--- src/rtl/apb_req_master_if.sv ---
// Bundle of the request stream, response stream and APB bus seen by apb_req_master.
// The master modport is the initiator's view; the slave modport is the opposite side.
interface apb_req_master_if #(
  parameter int ADDR_WIDTH = 32,
  parameter int DATA_WIDTH = 32
);
  localparam int STRB_WIDTH = (DATA_WIDTH + 7) / 8;

  // request stream
  logic                  req_valid_i;
  logic                  req_ready_o;
  logic [ADDR_WIDTH-1:0] req_addr_i;
  logic                  req_write_i;
  logic [DATA_WIDTH-1:0] req_wdata_i;
  logic [STRB_WIDTH-1:0] req_strb_i;

  // response stream
  logic                  rsp_valid_o;
  logic                  rsp_ready_i;
  logic [DATA_WIDTH-1:0] rsp_rdata_o;
  logic                  rsp_err_o;
  logic                  rsp_timeout_o;

  // APB bus
  logic [ADDR_WIDTH-1:0] paddr_o;
  logic                  pwrite_o;
  logic [DATA_WIDTH-1:0] pwdata_o;
  logic [STRB_WIDTH-1:0] pstrb_o;
  logic                  psel_o;
  logic                  penable_o;
  logic                  pready_i;
  logic [DATA_WIDTH-1:0] prdata_i;
  logic                  pslverr_i;

  modport master (
    input  req_valid_i, req_addr_i, req_write_i, req_wdata_i, req_strb_i,
    input  rsp_ready_i, pready_i, prdata_i, pslverr_i,
    output req_ready_o, rsp_valid_o, rsp_rdata_o, rsp_err_o, rsp_timeout_o,
    output paddr_o, pwrite_o, pwdata_o, pstrb_o, psel_o, penable_o
  );

  modport slave (
    output req_valid_i, req_addr_i, req_write_i, req_wdata_i, req_strb_i,
    output rsp_ready_i, pready_i, prdata_i, pslverr_i,
    input  req_ready_o, rsp_valid_o, rsp_rdata_o, rsp_err_o, rsp_timeout_o,
    input  paddr_o, pwrite_o, pwdata_o, pstrb_o, psel_o, penable_o
  );
endinterface

--- src/rtl/apb_req_master.sv ---
// APB initiator: converts one valid/ready request into a single APB transfer
// (SETUP then ACCESS) and returns its completion on a valid/ready response.
// A watchdog aborts ACCESS phases that never see pready. Note rst_n is an
// active-high asynchronous reset in this codebase despite its name.
module apb_req_master #(
  parameter int ADDR_WIDTH     = 32,
  parameter int DATA_WIDTH     = 32,
  parameter int TIMEOUT_CYCLES = 64
) (
  input  logic                     clk,
  input  logic                     rst_n,
  apb_req_master_if.master         bus
);
  localparam int STRB_WIDTH = (DATA_WIDTH + 7) / 8;
  localparam int CNT_W      = (TIMEOUT_CYCLES > 1) ? $clog2(TIMEOUT_CYCLES) : 1;
  localparam logic [CNT_W-1:0] CNT_LAST = CNT_W'(TIMEOUT_CYCLES - 1);

  typedef enum logic [1:0] {IDLE, SETUP, ACCESS, RESP} state_t;

  state_t                state;
  logic [CNT_W-1:0]      cnt;
  logic                  req_ready;
  logic                  rsp_valid;
  logic [DATA_WIDTH-1:0] rsp_rdata;
  logic                  rsp_err;
  logic                  rsp_timeout;
  logic [ADDR_WIDTH-1:0] paddr;
  logic                  pwrite;
  logic [DATA_WIDTH-1:0] pwdata;
  logic [STRB_WIDTH-1:0] pstrb;
  logic                  psel;
  logic                  penable;

  // Transfer sequencer: every output is a flop so nothing on the request or
  // response side reaches the APB pins combinationally.
  always_ff @(posedge clk or posedge rst_n) begin
    if (rst_n) begin
      state       <= IDLE;
      cnt         <= '0;
      req_ready   <= 1'b1;
      rsp_valid   <= 1'b0;
      rsp_rdata   <= '0;
      rsp_err     <= 1'b0;
      rsp_timeout <= 1'b0;
      paddr       <= '0;
      pwrite      <= 1'b0;
      pwdata      <= '0;
      pstrb       <= '0;
      psel        <= 1'b0;
      penable     <= 1'b0;
    end else begin
      unique case (state)
        IDLE: begin
          if (bus.req_valid_i) begin
            paddr     <= bus.req_addr_i;
            pwrite    <= bus.req_write_i;
            pwdata    <= bus.req_wdata_i;
            // reads never drive strobes on the bus
            pstrb     <= bus.req_write_i ? bus.req_strb_i : '0;
            psel      <= 1'b1;
            req_ready <= 1'b0;
            state     <= SETUP;
          end
        end
        SETUP: begin
          penable <= 1'b1;
          state   <= ACCESS;
        end
        ACCESS: begin
          // pready takes priority over a watchdog expiring in the same cycle
          if (bus.pready_i) begin
            rsp_rdata   <= pwrite ? '0 : bus.prdata_i;
            rsp_err     <= bus.pslverr_i;
            rsp_timeout <= 1'b0;
            rsp_valid   <= 1'b1;
            psel        <= 1'b0;
            penable     <= 1'b0;
            state       <= RESP;
          end else if (TIMEOUT_CYCLES != 0 && cnt == CNT_LAST) begin
            // abort: psel drops without the slave ever answering
            rsp_rdata   <= '0;
            rsp_err     <= 1'b1;
            rsp_timeout <= 1'b1;
            rsp_valid   <= 1'b1;
            psel        <= 1'b0;
            penable     <= 1'b0;
            state       <= RESP;
          end else begin
            cnt <= cnt + 1'b1;
          end
        end
        RESP: begin
          if (bus.rsp_ready_i) begin
            rsp_valid <= 1'b0;
            req_ready <= 1'b1;
            cnt       <= '0;
            state     <= IDLE;
          end
        end
      endcase
    end
  end

  assign bus.req_ready_o   = req_ready;
  assign bus.rsp_valid_o   = rsp_valid;
  assign bus.rsp_rdata_o   = rsp_rdata;
  assign bus.rsp_err_o     = rsp_err;
  assign bus.rsp_timeout_o = rsp_timeout;
  assign bus.paddr_o       = paddr;
  assign bus.pwrite_o      = pwrite;
  assign bus.pwdata_o      = pwdata;
  assign bus.pstrb_o       = pstrb;
  assign bus.psel_o        = psel;
  assign bus.penable_o     = penable;

endmodule

--- src/flat_wrapper.sv ---
// flat-port wrapper written by rule: the top's interface ports become plain ports
module apb_req_master_flat 
#(
  parameter int ADDR_WIDTH     = 32,
  parameter int DATA_WIDTH     = 32,
  parameter int TIMEOUT_CYCLES = 64
)
  (clk, rst_n, bus_req_valid_i, bus_req_addr_i, bus_req_write_i, bus_req_wdata_i, bus_req_strb_i, bus_rsp_ready_i, bus_pready_i, bus_prdata_i, bus_pslverr_i, bus_req_ready_o, bus_rsp_valid_o, bus_rsp_rdata_o, bus_rsp_err_o, bus_rsp_timeout_o, bus_paddr_o, bus_pwrite_o, bus_pwdata_o, bus_pstrb_o, bus_psel_o, bus_penable_o);
  apb_req_master_if #(.ADDR_WIDTH(ADDR_WIDTH), .DATA_WIDTH(DATA_WIDTH)) bus_i ();
  input  logic clk;
  input  logic rst_n;
  input wire logic [$bits(bus_i.req_valid_i)-1:0] bus_req_valid_i;
  input wire logic [$bits(bus_i.req_addr_i)-1:0] bus_req_addr_i;
  input wire logic [$bits(bus_i.req_write_i)-1:0] bus_req_write_i;
  input wire logic [$bits(bus_i.req_wdata_i)-1:0] bus_req_wdata_i;
  input wire logic [$bits(bus_i.req_strb_i)-1:0] bus_req_strb_i;
  input wire logic [$bits(bus_i.rsp_ready_i)-1:0] bus_rsp_ready_i;
  input wire logic [$bits(bus_i.pready_i)-1:0] bus_pready_i;
  input wire logic [$bits(bus_i.prdata_i)-1:0] bus_prdata_i;
  input wire logic [$bits(bus_i.pslverr_i)-1:0] bus_pslverr_i;
  output wire logic [$bits(bus_i.req_ready_o)-1:0] bus_req_ready_o;
  output wire logic [$bits(bus_i.rsp_valid_o)-1:0] bus_rsp_valid_o;
  output wire logic [$bits(bus_i.rsp_rdata_o)-1:0] bus_rsp_rdata_o;
  output wire logic [$bits(bus_i.rsp_err_o)-1:0] bus_rsp_err_o;
  output wire logic [$bits(bus_i.rsp_timeout_o)-1:0] bus_rsp_timeout_o;
  output wire logic [$bits(bus_i.paddr_o)-1:0] bus_paddr_o;
  output wire logic [$bits(bus_i.pwrite_o)-1:0] bus_pwrite_o;
  output wire logic [$bits(bus_i.pwdata_o)-1:0] bus_pwdata_o;
  output wire logic [$bits(bus_i.pstrb_o)-1:0] bus_pstrb_o;
  output wire logic [$bits(bus_i.psel_o)-1:0] bus_psel_o;
  output wire logic [$bits(bus_i.penable_o)-1:0] bus_penable_o;
  assign bus_i.req_valid_i = bus_req_valid_i;
  assign bus_i.req_addr_i = bus_req_addr_i;
  assign bus_i.req_write_i = bus_req_write_i;
  assign bus_i.req_wdata_i = bus_req_wdata_i;
  assign bus_i.req_strb_i = bus_req_strb_i;
  assign bus_i.rsp_ready_i = bus_rsp_ready_i;
  assign bus_i.pready_i = bus_pready_i;
  assign bus_i.prdata_i = bus_prdata_i;
  assign bus_i.pslverr_i = bus_pslverr_i;
  assign bus_req_ready_o = bus_i.req_ready_o;
  assign bus_rsp_valid_o = bus_i.rsp_valid_o;
  assign bus_rsp_rdata_o = bus_i.rsp_rdata_o;
  assign bus_rsp_err_o = bus_i.rsp_err_o;
  assign bus_rsp_timeout_o = bus_i.rsp_timeout_o;
  assign bus_paddr_o = bus_i.paddr_o;
  assign bus_pwrite_o = bus_i.pwrite_o;
  assign bus_pwdata_o = bus_i.pwdata_o;
  assign bus_pstrb_o = bus_i.pstrb_o;
  assign bus_psel_o = bus_i.psel_o;
  assign bus_penable_o = bus_i.penable_o;
  apb_req_master #(.ADDR_WIDTH(ADDR_WIDTH), .DATA_WIDTH(DATA_WIDTH), .TIMEOUT_CYCLES(TIMEOUT_CYCLES)) u_core (.clk(clk), .rst_n(rst_n), .bus(bus_i));
endmodule
--- config.mk ---
export PLATFORM = sky130hd
export DESIGN_NAME = apb_req_master_flat
export DESIGN_NICKNAME = d
export VERILOG_FILES = /design/src/rtl/apb_req_master_if.sv /design/src/rtl/apb_req_master.sv /design/src/flat_wrapper.sv
export SDC_FILE = /design/constraint.sdc
export NUM_CORES = 1
export LEC_CHECK = 0
export CORE_ASPECT_RATIO = 0.6
export CORE_MARGIN = 2
export CORE_UTILIZATION = 39
export DETAILED_ROUTE_END_ITERATION = 6
export HOLD_SLACK_MARGIN = 0.1
export PLACE_DENSITY = 0.8
export SLEW_MARGIN = 15
export SYNTH_ARGS = -nofsm -noshare
export SYNTH_HDL_FRONTEND = slang
export SYNTH_SLANG_ARGS = --single-unit
--- constraint.sdc ---
create_clock -name clk -period 10.5 [get_ports clk]
set_clock_uncertainty 0.2 [all_clocks]
set_input_delay 2.1 -clock clk [delete_from_list [all_inputs] [get_ports clk]]
set_output_delay 2.1 -clock clk [all_outputs]
set_load 0.03 [all_outputs]
==> metrics.md, run 1 <==
| Metric | Value |
|---|---|
| WHS Endpoint | u_core.bus.pstrb_o[0] |
| Die Ht | 86.8 µm |
| Hold WC Path Type | flop to flop |
| Site row count | 30 |
| Filler cells | 821 |
| Crit path from | u_core.bus.req_ready_o |
| Final Slew Violations | 0 |
| Root Driver | clkbuf_16 |
| Core box area | 11200 µm² |
| WL final | 11300 µm |
| Hold Path Depth | 2 |
| RSZ-0062 raised after global routing | no |
| Worst Tran Pin Value | 973 ps |
| Final ANT Viol Nets | 0 |
| Vias in the first global route | 3505 |
| Required time of the worst setup path | 8200 ps |
| Die area | 12300 µm² |
| TritonRoute pass-1 iters | 4 |
| Unique cell type count in the Yosys netlist | 33 |
| Die width | 142 µm |
| FF-to-FF path depth | 5 |
| VDD IR-drop max | 0.198 mV |
| Post-layout nets | 628 |
| Slew margin rel. | 35.1% |
| Initial core utilization | 39.7% |
| Post-Layout Inst Area | 7310 µm² |
| Clk sinks | 115 |
| Met2 Track Usage GR | 29.6% |
| Met3 GRT Util | 5.80% |
| FF/Latch Area | 2880 µm² |
| P_leak | 0.00315 µW |
| Post-route minimum period | 3910 ps |
| Post-route DRC | 0 |
| Seq/Total Area, Yosys | 64.6% |
| GPL Wtd Cong | 0.838 |
| Fmax | 0.255 GHz |
| Clock Tree Buf Depth | 2 |
| Worst hold start | u_core.bus.pstrb_o[0] |
| Reg clk slew, reported paths | 50 ps |
| Status | finished clean |
| Seq cells post-synth | 115 |
| Layout cells sized above 1 | 20.3% |
| Worst path buffer plus inverter count | 1 |
| Max-cap violation count | 0 |
| Setup Viol. Count Final | 0 |
| Worst setup path category | flop to primary output |
| Reg-to-reg slack, setup | 8240 ps |
| Wire per inst | 16.7 µm |
| Hold-fix buffers, CTS | 0 |
| Crit path max-delay family | buffers and inverters |
| Largest stage delay on the critical path | 680 ps |
| Post-synth ARST share | 100% |
| Post-Synthesis Cells | 299 |
| Post-Syn Nets | 410 |
| Ys Warns | 0 |
| CTS resizes | 0 |
| P&R area growth vs syn | 64.0% |
| PwrDens | 349 nW/µm² |
| Total GRT Usage | 18.5% |
| Crit path DAT | 1610 ps |
| Buffers on Ports | 213 |
| Via count | 3318 |
| CP Launch Type | flop |
| Sum Neg Setup Slack | 0 ps |
| # diodes | 0 |
| Mapped Avg Cell Area | 14.9 µm² |
| DRT iter0 DRCs | 124 |
| H-Tree Depth | 4 |
| FF-to-FF Start | u_core.state[0] |
| Mapped Area | 4450 µm² |
| CTS Buf Count | 17 |
| CTS tree | yes |
| Final Hold Viols | 0 |
| Main synth FF type | dfrtp_1 |
| GRT busiest layer | met2 |
| Crit-path cells | clkdlybuf4s50_1 |
| Total grt overflow | 0 |
| Final HPWL DP | 8270 µm |
| Area after DPL | 6690 µm² |
| Crit Path Max Fanout | 3 |
| Worst-skew pair later-pin latency | 400 ps |
| Post-synth EDFFs | 0 |
| Worst r2r dst | u_core.bus.paddr_o[11] |
| IO Count | 214 |
| GRT met1 Usage | 23.7% |
| Critical path endpoint category | primary output |
| First-pass GRT wire length | 17700 µm |
| Initial antenna violation count | 0 |
| Post CTS Setup Buffer Count | 0 |
| Slowest-stage cell, CP | clkdlybuf4s50_1 |
| Largest net degree at the start of global routing | 79 |
| Area of the multi-input gates | 1460 µm² |
| Vias per inst | 4.94 |
| Period Utilization, post-route | 37.3% |
[how the worst max path moves through the flow]
stage	slack, ps	end	cells after the start
CTS	6560	bus_req_ready_o	1
floorplan	5160	u_core.bus.paddr_o[0]	1
detailed placement	6210	u_core.bus.rsp_rdata_o[28]	4
global placement	6270	u_core.bus.rsp_rdata_o[24]	4
finish	6590	bus_req_ready_o	1
global route	6530	bus_req_ready_o	1
[per-layer routing]
layer / share of wire [%] / wire length (µm)
met1: 44 / 4940
met2: 47 / 5310
met3: 7.1 / 797
met4: 1.8 / 204
met5: 0 / 0
[layout make-up]
type	count	area share [%]
Sequential cell	115	39.4
Timing Repair Buffer	215	29.4
Multi-Input combinational cell	160	19.9
Clock buffer	20	6.25
Tap cell	144	2.47
Clock inverter	10	2.14
Inverter	8	0.445
[Yosys cell counts, drive strengths merged, types with 2 or more instances]
master  instances  area share, %
nor3            2           0.48
o21a            3           0.51
o21ai           9            1.0
a22o           33            6.5
inv             8           0.67
dfrtp         114             64
mux2i           2           0.45
and3            2           0.39
ha              4            1.1
mux2           66             17
clkbuf          4           0.34
buf            12            1.9
a21oi           7           0.79
nor2            2           0.17
nand2          14            1.2
a31oi           3           0.76
nor2b           2           0.28
[cell families after synthesis]
logic type,after synthesis,synth area share [%]
multiplexers,68,17.1
AND/OR/NAND/NOR,26,3.29
buffers and inverters,24,2.92
flip-flops,115,64.6
adder cells (fa/ha/maj),4,1.12
AO/OA/AOI/OAI,62,10.9
[stage by stage]
step / util [%] / total power (µW) / hold WS, ps / cells / setup WS [ps]
finish: 65.1 / 2550 / 282 / 672 / 6590
detailed placement: 59.6 / 1970 / 277 / 642 / 6210
CTS: 65.1 / 2580 / 289 / 672 / 6560
floorplan: - / 1460 / 297 / 299 / 5160
global placement: 59.6 / 1930 / 263 / 642 / 6270
global route: 65.1 / 2670 / 317 / 672 / 6530
[sequential cells by signal, indices dropped and copies added, names as in the netlist, 2 cells and up]
signal / cells
u_core.bus.pwdata_o: 32
u_core.bus.pstrb_o: 4
u_core.bus.rsp_rdata_o: 32
u_core.bus.paddr_o: 32
u_core.cnt: 6
u_core.state: 2
[power by group]
part | internal [µW] | switching, µW | total [µW]
Combinational | 550 | 641 | 1190
Clock | 406 | 186 | 592
Sequential | 648 | 117 | 765
Total | 1600 | 945 | 2550
[placed cells by master (no fill, tap or decap), types with 2 or more instances in the layout]
cell             Yosys  routed
a21oi_1              7       7
a22o_1              33      33
a31oi_1              2       2
buf_4                0       2
bufinv_16            0       4
clkbuf_16            0      17
clkbuf_8             0       2
clkdlybuf4s50_1      0     213
clkinv_2             0       4
dfrtp_1            114     114
ha_1                 4       4
inv_1                8       7
mux2_2              66      66
mux2i_1              2       2
nand2_1             14      13
nor2b_1              2       2
o21a_1               3       3
o21ai_0              9       9
[worst register-to-register path, stage by stage, from the launching register on]
cell     delay (ps)
dfrtp_1         370
inv_1            70
ha_1            260
nand2_2          80
buf_4           670
mux2_2          470
(Power assumes the default switching activity.)
==> inputs of run 2 (changes only) <==
--- a/config.mk
+++ b/config.mk
@@ -7,7 +7,7 @@
 export LEC_CHECK = 0
 export CORE_ASPECT_RATIO = 0.6
 export CORE_MARGIN = 2
-export CORE_UTILIZATION = 39
+export CORE_UTILIZATION = 37
 export DETAILED_ROUTE_END_ITERATION = 6
 export HOLD_SLACK_MARGIN = 0.1
 export PLACE_DENSITY = 0.8
==> constraint.sdc (replaced) <==
create_clock -name clk -period 3.55 [get_ports clk]
set_clock_uncertainty 0.2 [all_clocks]
set_input_delay 0.71 -clock clk [delete_from_list [all_inputs] [get_ports clk]]
set_output_delay 0.71 -clock clk [all_outputs]
set_load 0.03 [all_outputs]
==> run 2 against run 1 <==
  * Die area is 5.2% higher
  * Worst setup slack worse by 5600 ps
  * Global-route usage fell by 0.35 points
  * Sequential cell count unchanged
  * Critical path depth unchanged
  * Register-to-register slack got worse by 6800 ps
  * Critical endpoint unchanged
  * Largest power group unchanged
  * Highest routed layer unchanged
==> metrics.md, run 2 (synthesis gave the netlist of run 1 again) <==
| Metric | Value |
|---|---|
| Status | finished clean |
| Via count | 3362 (+1.3%) |
| Hold WC Path Type | flop to flop |
| Crit path from | u_core.bus.req_ready_o |
| Power, Total | 7590 µW (+200%) |
| Worst r2r dst | u_core.cnt[1] |
| TritonRoute pass-1 iters | 4 (unchanged) |
| WHS Endpoint | u_core.bus.pstrb_o[0] |
| IO Count | 214 (unchanged) |
| Place WS | 1050 ps (-5160 ps) |
| Sum Neg Setup Slack | 0 ps (unchanged) |
| Largest stage delay on the critical path | 690 ps (about the same) |
| Crit Path Max Fanout | 3 (unchanged) |
| Sw power | 2840 µW (+200%) |
| Final worst slack | 1010 ps (-5580 ps) |
| Area of the multi-input gates | 1450 µm² (-0.34%) |
| Clk sinks | 115 (unchanged) |
| P&R area growth vs syn | 65.8% |
| Post-route DRC | 0 (unchanged) |
| Clock Power Share | 23.5% (+0.3 points) |
| Post-layout nets | 631 (+0.48%) |
| Total GRT Usage | 18.2% (-0.35 points) |
| Vias in the first global route | 3512 (+0.20%) |
| GPL Wtd Cong | 0.780 (-6.9%) |
| CTS tree | yes |
| Worst path buffer plus inverter count | 1 (unchanged) |
| FF-to-FF path depth | 6 (+1) |
| Worst hold start | u_core.bus.pstrb_o[0] |
| FF-to-FF Start | u_core.state[0] |
| Largest net degree at the start of global routing | 74 (-6.3%) |
| Final ANT Viol Nets | 0 (unchanged) |
| Hold Path Depth | 2 (unchanged) |
| Commonest non-fill, non-tap cell in the layout | clkdlybuf4s50_1 |
| Critical path endpoint category | primary output |
| Reg-to-reg slack, setup | 1410 ps (-6830 ps) |
| Setup Viol. Count Final | 0 (unchanged) |
| Post-route minimum period | 2540 ps |
| VDD IR-drop max | 0.595 mV (+200%) |
| Commonest cells after routing, fill and taps aside | clkdlybuf4s50_1, dfrtp_1, mux2_2, a22o_1, clkbuf_16 |
| Initial core utilization | 38.7% (-1.0 points) |
| Die width | 146 µm (+2.6%) |
| Fmax | 0.393 GHz |
| DRT iter0 DRCs | 99 (-20%) |
| Max-cap violation count | 0 (unchanged) |
| Required time of the worst setup path | 2640 ps (-5560 ps) |
| Layout cells sized above 1 | 21.0% (+0.75 points) |
| Hold-fix buffers, CTS | 0 (unchanged) |
| Core box area | 11500 µm² (+2.7%) |
| WL final | 11700 µm (+3.9%) |
| Die area | 13000 µm² (+5.2%) |
| Filler cells | 866 (+5.5%) |
| Worst setup path category | flop to primary output |
| Wire per inst | 16.9 µm (+0.73%) |
| Slowest-stage cell, CP | clkdlybuf4s50_1 |
| P_int | 4750 µW (+200%) |
| Initial antenna violation count | 0 (unchanged) |
| Period Utilization, post-route | 71.7% |
| Final Hold Viols | 0 (unchanged) |
| Total grt overflow | 0 (unchanged) |
| Crit-path cells | clkdlybuf4s50_1 |
| First-pass GRT wire length | 18200 µm (+3.2%) |
| Buffers on Ports | 213 (unchanged) |
| CP Launch Type | flop |
| PwrDens | 1030 nW/µm² (+190%) |
| Slew margin rel. | 63.5% (+28 points) |
| Part of the power in combinational logic | 46.9% (about the same) |
| Worst Tran Pin Value | 543 ps (-431 ps) |
| Sequential share of power | 29.6% (-0.4 points) |
| FF/Latch Area | 2880 µm² (unchanged) |
| Root Driver | clkbuf_16 |
| Vias per inst | 4.85 (-1.7%) |
| Final Slew Violations | 0 (unchanged) |
| Site row count | 30 (unchanged) |
| CTS resizes | 0 (unchanged) |
| RSZ-0062 raised after global routing | no |
| Switching share of power | 37.5% (+0.38 points) |
| Crit path DAT | 1630 ps (+20 ps) |
| Core Util, Final | 64.1% (-1.0 points) |
| # diodes | 0 (unchanged) |
| Die Ht | 89.0 µm (+2.5%) |
| CTS Buf Count | 17 (unchanged) |
| Clock Tree Buf Depth | 2 (unchanged) |
| P_leak | 0.00317 µW (+0.45%) |
| Worst-skew pair later-pin latency | 400 ps (about the same) |
| Post CTS Setup Buffer Count | 0 (unchanged) |
| Crit path max-delay family | buffers and inverters |
| Reg clk slew, reported paths | 50 ps (about the same) |
| H-Tree Depth | 4 (unchanged) |
| Final HPWL DP | 8340 µm (+0.77%) |
## run 2: through the flow
step | instances | hold slack [ps] | instance area [µm²]
after CTS | 693 | 291 | 7380
final | 693 | 281 | 7380
after floorplan | 299 | 297 | 4460
after global placement | 661 | 264 | 6760
after detailed placement | 661 | 278 | 6760
after global routing | 693 | 313 | 7380
## run 2: metal layers
| metal | track usage [%] | part of all wire [%] |
|---|---|---|
| met5 | 0 | 0 |
| met4 | 6.24 | 0.80 |
| met3 | 8.42 | 9.5 |
| met2 | 28.8 | 47 |
| met1 | 22.4 | 43 |
## run 2: worst max-delay path by stage
stage	endpoint	slack, ps	cells past startpoint
2_1_floorplan	u_core.bus.paddr_o[0]	1240	1
3_3_place_gp	u_core.cnt[1]	1110	5
3_5_place_dp	u_core.cnt[1]	1050	5
4_1_cts	bus_req_ready_o	980	1
5_1_grt	bus_req_ready_o	970	1
6_report	bus_req_ready_o	1010	1
## run 2: power by group through the flow
stage | Combinational, µW | Clock, µW | Sequential, µW
floorplan | 981 | 0 | 3340
global placement | 3510 | 0 | 2230
detailed placement | 3580 | 0 | 2260
CTS | 3600 | 1830 | 2250
global route | 3750 | 1900 | 2330
finish | 3560 | 1780 | 2250
## run 2: layout make-up
class | instances | share of cell area [%]
well taps | 160 | 2.71
clock inverters | 13 | 2.47
clock buffers | 19 | 6.00
repair buffers | 218 | 29.7
multi-input cells | 160 | 19.6
inverters | 8 | 0.458
flip-flops and latches | 115 | 39.0
